===== src/rtl/video_lock_ctrl.sv =====
// Video format lock sequencer: NO_SIG/ACQ/LOCKED with debounced latched format.
// Define VIDEO_LOCK_TOL_EN to accept +/-1 jitter on the line and frame totals.
module video_lock_ctrl #(
   parameter logic [3:0]  P_LOCK_FRAMES   = 4'd4,
   parameter logic [3:0]  P_UNLOCK_FRAMES = 4'd2,
   parameter logic [25:0] P_TIMEOUT_CLKS  = 26'd3_000_000,
   parameter logic [12:0] P_MIN_HS        = 13'd100
) (
   input  logic        i_video_clk,
   input  logic        i_rst_n,
   input  logic        i_frame_stb,
   input  logic [12:0] i_hs_total,
   input  logic [12:0] i_vs_total,
   input  logic [12:0] i_start_pixel,
   input  logic [12:0] i_end_pixel,
   input  logic [12:0] i_start_h,
   input  logic [12:0] i_end_h,
   output logic [1:0]  o_state,
   output logic        o_locked,
   output logic        o_no_signal,
   output logic        o_fmt_change,
   output logic [12:0] o_hs_total_lk,
   output logic [12:0] o_vs_total_lk,
   output logic [12:0] o_active_w,
   output logic [12:0] o_active_h
);

   typedef enum logic [1:0] {
      ST_NO_SIG = 2'b00,
      ST_ACQ    = 2'b01,
      ST_LOCKED = 2'b10
   } state_t;

   state_t      state_q, state_d;
   logic [3:0]  match_q, match_d;
   logic [3:0]  miss_q, miss_d;
   logic [12:0] cand_hs_q, cand_hs_d;
   logic [12:0] cand_vs_q, cand_vs_d;
   logic [12:0] cand_w_q, cand_w_d;
   logic [12:0] cand_h_q, cand_h_d;
   logic [12:0] hs_lk_q, hs_lk_d;
   logic [12:0] vs_lk_q, vs_lk_d;
   logic [12:0] w_lk_q, w_lk_d;
   logic [12:0] h_lk_q, h_lk_d;
   logic [25:0] tmo_q, tmo_d;
   logic        fmt_q, fmt_d;
   logic        has_lock_q, has_lock_d;

   logic [12:0] w, h;
   logic [12:0] ref_hs, ref_vs, ref_w, ref_h;
   logic        hs_eq, vs_eq;
   logic        frame_valid, frame_match, expire;
   logic [3:0]  match_inc, miss_inc;

   assign w = i_end_pixel - i_start_pixel;
   assign h = i_end_h - i_start_h;

   assign frame_valid = (i_hs_total >= P_MIN_HS) &&
                        (i_vs_total != 13'd0) &&
                        (i_end_pixel > i_start_pixel) &&
                        (i_end_h > i_start_h);

   assign ref_hs = (state_q == ST_LOCKED) ? hs_lk_q : cand_hs_q;
   assign ref_vs = (state_q == ST_LOCKED) ? vs_lk_q : cand_vs_q;
   assign ref_w  = (state_q == ST_LOCKED) ? w_lk_q  : cand_w_q;
   assign ref_h  = (state_q == ST_LOCKED) ? h_lk_q  : cand_h_q;

`ifdef VIDEO_LOCK_TOL_EN
   function automatic logic near(input logic [12:0] a, input logic [12:0] b);
      logic [13:0] d;
      d = {1'b0, a} - {1'b0, b};
      return (d == 14'd0) || (d == 14'd1) || (d == 14'h3FFF);
   endfunction

   assign hs_eq = near(i_hs_total, ref_hs);
   assign vs_eq = near(i_vs_total, ref_vs);
`else
   assign hs_eq = (i_hs_total == ref_hs);
   assign vs_eq = (i_vs_total == ref_vs);
`endif

   assign frame_match = frame_valid && hs_eq && vs_eq &&
                        (w == ref_w) && (h == ref_h);

   assign match_inc = (match_q == 4'hF) ? 4'hF : match_q + 4'd1;
   assign miss_inc  = (miss_q == 4'hF) ? 4'hF : miss_q + 4'd1;

   // A strobe in the expiry cycle always wins over the timeout.
   assign expire = !i_frame_stb && (tmo_q >= P_TIMEOUT_CLKS - 26'd1);

   always_comb begin
      if (i_frame_stb)
         tmo_d = '0;
      else if (tmo_q >= P_TIMEOUT_CLKS)
         tmo_d = tmo_q;
      else
         tmo_d = tmo_q + 26'd1;
   end

   always_comb begin
      state_d    = state_q;
      match_d    = match_q;
      miss_d     = miss_q;
      cand_hs_d  = cand_hs_q;
      cand_vs_d  = cand_vs_q;
      cand_w_d   = cand_w_q;
      cand_h_d   = cand_h_q;
      hs_lk_d    = hs_lk_q;
      vs_lk_d    = vs_lk_q;
      w_lk_d     = w_lk_q;
      h_lk_d     = h_lk_q;
      fmt_d      = 1'b0;
      has_lock_d = has_lock_q;

      if (expire) begin
         state_d = ST_NO_SIG;
         match_d = '0;
         miss_d  = '0;
      end else if (i_frame_stb) begin
         unique case (state_q)
            ST_NO_SIG: begin
               if (frame_valid) begin
                  cand_hs_d = i_hs_total;
                  cand_vs_d = i_vs_total;
                  cand_w_d  = w;
                  cand_h_d  = h;
                  match_d   = 4'd1;
                  state_d   = ST_ACQ;
                  if (4'd1 >= P_LOCK_FRAMES) begin
                     state_d = ST_LOCKED;
                     hs_lk_d = i_hs_total;
                     vs_lk_d = i_vs_total;
                     w_lk_d  = w;
                     h_lk_d  = h;
                     match_d = '0;
                     miss_d  = '0;
                  end
               end
            end
            ST_ACQ: begin
               if (frame_match) begin
                  match_d = match_inc;
                  if (match_inc >= P_LOCK_FRAMES) begin
                     state_d = ST_LOCKED;
                     hs_lk_d = cand_hs_q;
                     vs_lk_d = cand_vs_q;
                     w_lk_d  = cand_w_q;
                     h_lk_d  = cand_h_q;
                     match_d = '0;
                     miss_d  = '0;
                  end
               end else if (frame_valid) begin
                  cand_hs_d = i_hs_total;
                  cand_vs_d = i_vs_total;
                  cand_w_d  = w;
                  cand_h_d  = h;
                  match_d   = 4'd1;
                  if (4'd1 >= P_LOCK_FRAMES) begin
                     state_d = ST_LOCKED;
                     hs_lk_d = i_hs_total;
                     vs_lk_d = i_vs_total;
                     w_lk_d  = w;
                     h_lk_d  = h;
                     match_d = '0;
                     miss_d  = '0;
                  end
               end else begin
                  match_d   = '0;
                  cand_hs_d = '0;
                  cand_vs_d = '0;
                  cand_w_d  = '0;
                  cand_h_d  = '0;
               end
            end
            ST_LOCKED: begin
               if (frame_match) begin
                  miss_d = '0;
               end else if (miss_inc >= P_UNLOCK_FRAMES) begin
                  state_d = ST_ACQ;
                  miss_d  = '0;
                  if (frame_valid) begin
                     cand_hs_d = i_hs_total;
                     cand_vs_d = i_vs_total;
                     cand_w_d  = w;
                     cand_h_d  = h;
                     match_d   = 4'd1;
                  end else begin
                     cand_hs_d = '0;
                     cand_vs_d = '0;
                     cand_w_d  = '0;
                     cand_h_d  = '0;
                     match_d   = '0;
                  end
               end else begin
                  miss_d = miss_inc;
               end
            end
            default: begin
               state_d = ST_NO_SIG;
               match_d = '0;
               miss_d  = '0;
            end
         endcase
      end

      // Reconfigure downstream only when the locked format actually changes.
      if (state_d == ST_LOCKED && state_q != ST_LOCKED) begin
         fmt_d = !has_lock_q ||
                 (hs_lk_d != hs_lk_q) || (vs_lk_d != vs_lk_q) ||
                 (w_lk_d != w_lk_q) || (h_lk_d != h_lk_q);
         has_lock_d = 1'b1;
      end
   end

   always_ff @(posedge i_video_clk or negedge i_rst_n) begin
      if (!i_rst_n) begin
         state_q    <= ST_NO_SIG;
         match_q    <= '0;
         miss_q     <= '0;
         cand_hs_q  <= '0;
         cand_vs_q  <= '0;
         cand_w_q   <= '0;
         cand_h_q   <= '0;
         hs_lk_q    <= '0;
         vs_lk_q    <= '0;
         w_lk_q     <= '0;
         h_lk_q     <= '0;
         tmo_q      <= '0;
         fmt_q      <= 1'b0;
         has_lock_q <= 1'b0;
      end else begin
         state_q    <= state_d;
         match_q    <= match_d;
         miss_q     <= miss_d;
         cand_hs_q  <= cand_hs_d;
         cand_vs_q  <= cand_vs_d;
         cand_w_q   <= cand_w_d;
         cand_h_q   <= cand_h_d;
         hs_lk_q    <= hs_lk_d;
         vs_lk_q    <= vs_lk_d;
         w_lk_q     <= w_lk_d;
         h_lk_q     <= h_lk_d;
         tmo_q      <= tmo_d;
         fmt_q      <= fmt_d;
         has_lock_q <= has_lock_d;
      end
   end

   assign o_state       = state_q;
   assign o_locked      = (state_q == ST_LOCKED);
   assign o_no_signal   = (state_q == ST_NO_SIG);
   assign o_fmt_change  = fmt_q;
   assign o_hs_total_lk = hs_lk_q;
   assign o_vs_total_lk = vs_lk_q;
   assign o_active_w    = w_lk_q;
   assign o_active_h    = h_lk_q;

endmodule


===== config.mk =====
export PLATFORM = sky130hd
export DESIGN_NAME = video_lock_ctrl
export DESIGN_NICKNAME = d
export VERILOG_FILES = /design/src/rtl/video_lock_ctrl.sv
export SDC_FILE = /design/constraint.sdc
export NUM_CORES = 1
export LEC_CHECK = 0
export ABC_AREA = 1
export CAP_MARGIN = 10
export CELL_PAD_IN_SITES_DETAIL_PLACEMENT = 0
export CELL_PAD_IN_SITES_GLOBAL_PLACEMENT = 1
export CORE_ASPECT_RATIO = 1.5
export CORE_MARGIN = 3
export CORE_UTILIZATION = 35
export CTS_CLUSTER_DIAMETER = 40
export DETAILED_ROUTE_END_ITERATION = 8
export PLACE_DENSITY = 0.81
export SKIP_CTS_REPAIR_TIMING = 1
export SYNTH_ARGS = -nofsm -noshare
export SYNTH_HDL_FRONTEND = slang
export SYNTH_SLANG_ARGS = --single-unit

===== constraint.sdc =====
create_clock -name i_video_clk -period 2.9 [get_ports i_video_clk]
set_input_delay 0.87 -clock i_video_clk [delete_from_list [all_inputs] [get_ports i_video_clk]]
set_output_delay 0.87 -clock i_video_clk [all_outputs]
set_load 0.02 [all_outputs]

==> results of run 1 <==
-- state kept, by name, summed over array words and instances, names as in the netlist, 2 cells and up --
name,cells
tmo_q,26
cand_h_q,13
cand_hs_q,13
cand_vs_q,13
cand_w_q,13
o_active_h,13
o_active_w,13
o_hs_total_lk,13
o_vs_total_lk,13
match_q,4
miss_q,4
o_state,2
-- metrics by stage --
step	hold slack (ns)	instances
final	0.404	2725
after global routing	0.444	2725
after CTS	0.425	2682
after detailed placement	0.442	2650
after global placement	0.434	2650
after floorplan	0.423	1806
-- worst max-delay path, stage by stage --
cell	delay (ns)
buf_6	0.09
inv_8	0.03
ha_4	0.15
fa_2	0.63
nand3_2	0.09
nand2_2	0.08
inv_2	0.04
nor2_2	0.11
nand2_1	0.06
nor2_1	0.09
nand3_1	0.08
nor3_2	0.22
nand3_1	0.15
nor2_4	0.14
nand4_4	0.15
nor2_4	0.25
buf_12	0.18
buf_6	0.11
nand3b_1	0.17
nand4_1	0.20
nor2_2	0.07
nand2_1	0.08
nor2_2	0.05
a21oi_1	0.14
-- metal layers --
layer	wire length [um]	GRT usage [%]	share of wire, %
met5	0	0	0
met4	2560	10.4	5.5
met3	1970	2.77	4.2
met1	17200	26.8	37
met2	24600	47.2	53
-- cell type report --
class	instances	area share [%]
sequential	142	19.2
clock buffer	17	2.30
multi-input combinational	1282	41.1
inverter	329	6.79
timing repair buffer	535	27.1
clock inverter	15	0.825
tap	405	2.74
-- cell usage after synthesis (all sizes together) --
cell	n	area, sq um
o21bai	2	15.0
nor2	151	584
o211ai	2	15.0
nor3	17	90.1
inv	329	1230
dfrtp	142	3550
nor3b	1	7.51
ha	35	438
a32oi	1	8.76
a2111o	1	11.3
or4	1	7.51
nand3	239	1200
fa	2	40.0
clkbuf	18	67.6
nor4	4	25.0
or2	1	6.26
xnor2	1	8.76
nand2	544	2040
buf	35	236
a221oi	3	26.3
a21boi	1	7.51
and2	3	18.8
nand3b	37	278
o2111ai	1	8.76
a211oi	1	7.51
a32o	2	20.0
a31oi	3	18.8
a311oi	1	8.76
nand4	42	269
a21oi	28	140
and3	2	12.5
o22ai	1	6.26
o31ai	2	15.0
o21ai	153	766
-- where the power goes --
group | internal (mW) | leakage, nW | switching (mW) | total (mW)
logic | 2.23 | 7.59 | 2.79 | 5.02
clock network | 1.21 | 0.283 | 1.00 | 2.21
registers | 2.33 | 1.85 | 0.197 | 2.52
-- worst max path at each step --
stage / start / end / cells after the start
after floorplan: i_end_h[0] / o_fmt_change / 28
after global placement: i_end_h[0] / o_fmt_change / 29
after detailed placement: i_end_h[0] / o_fmt_change / 29
after CTS: i_end_h[0] / o_fmt_change / 29
after global routing: i_end_h[0] / o_fmt_change / 30
final: i_end_pixel[0] / o_fmt_change / 24
-- kinds of logic after synthesis --
family	Yosys count	share of synthesized area, %
flip-flops	142	31.8
AND/OR/NAND/NOR	1042	40.5
adder cells (fa/ha/maj)	37	4.27
AO/OA/AOI/OAI	202	9.60
XOR/XNOR	1	0.0783
buffers and inverters	382	13.8
==> impl_metrics.env, run 1 <==
export IMPL_path_clk_slew_ns=0.07
export IMPL_seq_area_sq_mm=0.00355
export IMPL_fin_skew_ns=0.0106
export IMPL_vias_per_cell=5.13
export IMPL_clock_latency_ns=0.45
export IMPL_antenna_cells=0
export IMPL_place_area_sq_mm=0.0159
export IMPL_min_path_type="input port to async pin"
export IMPL_stdcell_area_sq_mm=0.0185
export IMPL_synth_cells=1806
export IMPL_start_kind="input port"
export IMPL_arrival_ns=4.24
export IMPL_wl_per_cell_um=17.0
export IMPL_slew_viol_final=0
export IMPL_dp_hpwl_um=34200
export IMPL_antenna_found_initial=0
export IMPL_die_y_um=225
export IMPL_syn_nets=1924
export IMPL_p_leak_nw=9.72
export IMPL_rr_startpoint="o_state[0]"
export IMPL_io_pins=138
export IMPL_setup_tns_ns=-66.09
export IMPL_r2r_slack_ns=-0.86
export IMPL_avgSynthCellArea_sq_um=6.20
export IMPL_synth_seq_cells=142
export IMPL_cts_root_buf="clkbuf_16"
export IMPL_area_growth_pct=65.4
export IMPL_worst_pin_slew_ns=0.637
export IMPL_die_w_um=152
export IMPL_grt_max_degree=62
export IMPL_yosysWarnings=0
export IMPL_fin_ws_ns=-0.969
export IMPL_fin_crit_ns=3.87
export IMPL_initial_core_util_pct=35.8
export IMPL_drc=0
export IMPL_rsz0062_at_grt="yes"
export IMPL_dp_slack_ns=-1.93
export IMPL_die_area_sq_mm=0.0342
export IMPL_cap_violations=0
export IMPL_overflow=0
export IMPL_drt_total_wl_um=46400
export IMPL_vias=14000
export IMPL_finalCritPeriodShare_pct=133
export IMPL_end_kind="register"
export IMPL_coreArea_sq_mm=0.0312
export IMPL_violations="negative setup slack"
export IMPL_port_buffers=137
export IMPL_run_status="finished with violations"
export IMPL_n_fill_cell=2917
export IMPL_r2r_end="o_fmt_change"
export IMPL_drtAntennaViolNets=0
export IMPL_dr_pass1_iters=5
export IMPL_layout_commonest_cell="nand2_1"
export IMPL_gp_congestion=0.928
export IMPL_drt_iter0_drc=791
export IMPL_htreeDepth=4
export IMPL_rr_worst_depth=24
export IMPL_hold_violations=0
export IMPL_cp_required_ns=3.27
export IMPL_drive_above_1_share_pct=33.1
export IMPL_final_util_pct=59.3
export IMPL_fin_nets=2425
export IMPL_crit_path_max_fanout=6
export IMPL_setup_violations=116
export IMPL_grt_first_pass_wirelength_um=66500
export IMPL_clock_fmax_mhz=258
export IMPL_cts_sink_count=142
export IMPL_gr_usage_all_layers_pct=24.4
export IMPL_ir_worst_vdd_uv=455
export IMPL_placementRows=79
export IMPL_synth_cell_types=42
export IMPL_multi_input_comb_area_sq_mm=0.00761
export IMPL_max_slew_margin_pct=57.6
export IMPL_cts_tree="built"
export IMPL_power_density_mw_per_mm2=527
export IMPL_max_clock_path_buffers=2
export IMPL_grt_pass1_vias=13000
export IMPL_ys_seq_area_share_pct=31.8
export IMPL_criticalPathCategory="input port to register"
export IMPL_cts_buffers=17
export IMPL_syn_cell_area_sq_mm=0.0112
export IMPL_final_cell_mix="nand2_1, buf_4, inv_1, nand3_1, dfrtp_1"
export IMPL_power_mw=9.75
Note: power is estimated with default switching activity, not from simulation.
==> run 2: changes to the inputs <==
- CAP_MARGIN: 10 -> 20
- PLACE_DENSITY: 0.81 -> 0.78
- clock period: 2.9 -> 4.9 ns (I/O delays scaled with it)
==> run 2 against run 1 <==
  * The run now ends clean
  * Clock power shrank 39%
  * Non-clock buffer count down 232
  * Worst setup slack better by 1.2 ns
  * Final cell count shrank 8.5%
  * Global-route usage shrank 0.24 points
  * Routed wire length shrank 9.3%
  * Highest routed layer unchanged
  * Total power shrank 50%
  * Die area unchanged
  * Cell area down 19%
  * Count of clock-buffer cells in the layout unchanged
  * Combinational power fell by 61%
  * Sequential share of layout area rose by 4.6 points
==> impl_metrics.env, run 2 (synthesized netlist as in run 1, its figures left out) <==
export IMPL_dp_cells=2446
export IMPL_dp_slack_ns=-0.420
export IMPL_cp_slowest_cell="clkdlybuf4s50_1"
export IMPL_port_buffers=137
export IMPL_overflow=0
export IMPL_dp_hpwl_um=33400
export IMPL_gr_usage_all_layers_pct=24.2
export IMPL_drive_above_1_share_pct=11.3
export IMPL_n_fill_cell=3330
export IMPL_coreArea_sq_mm=0.0312
export IMPL_area_growth_pct=33.3
export IMPL_criticalPathCategory="input port to register"
export IMPL_antenna_found_initial=0
export IMPL_grt_first_pass_wirelength_um=65400
export IMPL_max_slew_margin_pct=45.3
export IMPL_clock_latency_ns=0.45
export IMPL_seq_area_sq_mm=0.00355
export IMPL_setup_violations=0
export IMPL_fin_skew_ns=0.0119
export IMPL_drc=0
export IMPL_largest_reg_flops=26
export IMPL_end_kind="register"
export IMPL_critPathBufInv=6
export IMPL_layout_commonest_cell="nand2_1"
export IMPL_start_kind="input port"
export IMPL_power_density_mw_per_mm2=325
export IMPL_multi_input_comb_area_sq_mm=0.00622
export IMPL_drt_total_wl_um=42100
export IMPL_antenna_cells=0
export IMPL_run_status="completed"
export IMPL_clock_fmax_mhz=213
export IMPL_ir_worst_vdd_uv=212
export IMPL_wl_per_cell_um=16.9
export IMPL_initial_core_util_pct=35.8
export IMPL_placementRows=79
export IMPL_worst_pin_slew_ns=0.820
export IMPL_crit_path_max_fanout=12
export IMPL_finalCritPeriodShare_pct=95.9
export IMPL_vias_per_cell=5.06
export IMPL_cts_tree="built"
export IMPL_drtAntennaViolNets=0
export IMPL_die_y_um=225
export IMPL_crit_path_frequent_cell="nand2_1"
export IMPL_cts_root_buf="clkbuf_16"
export IMPL_rsz0062_at_grt="yes"
export IMPL_grt_pass1_vias=12300
export IMPL_finalNonFillerCells=2493
export IMPL_fin_nets=2193
export IMPL_cp_required_ns=5.28
export IMPL_slew_viol_final=0
export IMPL_min_path_type="register to register"
export IMPL_cap_violations=0
export IMPL_cp_top_family="simple AND/OR/NAND/NOR gates"
export IMPL_die_w_um=152
export IMPL_vias=12600
export IMPL_regMostFlops="tmo_q"
export IMPL_final_cell_mix="nand2_1, inv_1, nand3_1, buf_4, dfrtp_1"
export IMPL_cts_sink_count=142
export IMPL_fin_ws_ns=0.202
export IMPL_cts_buffers=17
export IMPL_max_clock_path_buffers=2
export IMPL_critical_path_max_stage_delay_ns=0.45
export IMPL_p_leak_nw=7.90
export IMPL_drt_iter0_drc=772
export IMPL_die_area_sq_mm=0.0342
export IMPL_r2r_slack_ns=0.75
export IMPL_worst_hold_slack_ns=0.459
export IMPL_fin_crit_ns=4.70
export IMPL_io_pins=138
export IMPL_gp_congestion=0.923
export IMPL_dr_pass1_iters=5
export IMPL_grt_max_degree=80
export IMPL_hold_violations=0
export IMPL_arrival_ns=5.08
export IMPL_htreeDepth=4
export IMPL_path_clk_slew_ns=0.07
-- run 2: cell types whose count changed in the layout (fill, tap and decap cells not counted), sizes merged --
cell	delta
clkinvlp	+2
clkbuf	-12
clkdlybuf4s50	+41
clkinv	-1
bufinv	+1
buf	-227
inv	-2
dlymetal6s2s	-34
-- run 2: final timing paths --
kind                                      from      endpoint  cells past startpoint
worst max-delay path            i_end_pixel[0]  o_fmt_change                     29
worst min-delay path                has_lock_q    has_lock_q                      2
worst max register to register      o_state[0]  o_fmt_change                     27
worst min register to register      has_lock_q    has_lock_q                      2
max in group asynchronous              i_rst_n  cand_hs_q[1]                      2
min in group asynchronous              i_rst_n  cand_vs_q[2]                      1
-- run 2: cell type report --
class                      count  share of cell area (%)
clock buffer                  17                    2.85
clock inverter                15                    1.08
inverter                     329                    8.28
multi-input combinational   1282                    41.7
sequential                   142                    23.8
tap                          405                    3.40
timing repair buffer         303                    18.9
-- run 2: worst min-delay path, stage by stage, from the launching register on --
cell	delay, ns
dfrtp_1	0.32
inv_1	0.05
nand2_1	0.06
-- run 2: metal layers --
layer / vias up / global-route usage (%) / wire length, um
li1: 6285 / - / -
met1: 5824 / 27.3 / 16500
met2: 398 / 44.3 / 21300
met3: 115 / 3.21 / 1950
met4: 0 / 12.7 / 2350
met5: - / 0 / 0
-- run 2: report_power, final --
part / internal, mW / switching [mW] / total [mW]
sequential: 1.38 / 0.155 / 1.53
combinational: 0.711 / 1.27 / 1.98
clock: 0.756 / 0.580 / 1.34
-- run 2: stage by stage --
| step | power, mW | util [%] | cell area (sq um) | TNS, ns |
|---|---|---|---|---|
| floorplan | 2.65 | - | 11200 | 0 |
| global placement | 3.47 | 45.0 | 14000 | -6.44 |
| detailed placement | 3.49 | 45.0 | 14000 | -10.12 |
| CTS | 4.84 | 46.9 | 14600 | 0 |
| global route | 5.17 | 47.8 | 14900 | -0.0306 |
| finish | 4.85 | 47.8 | 14900 | 0 |
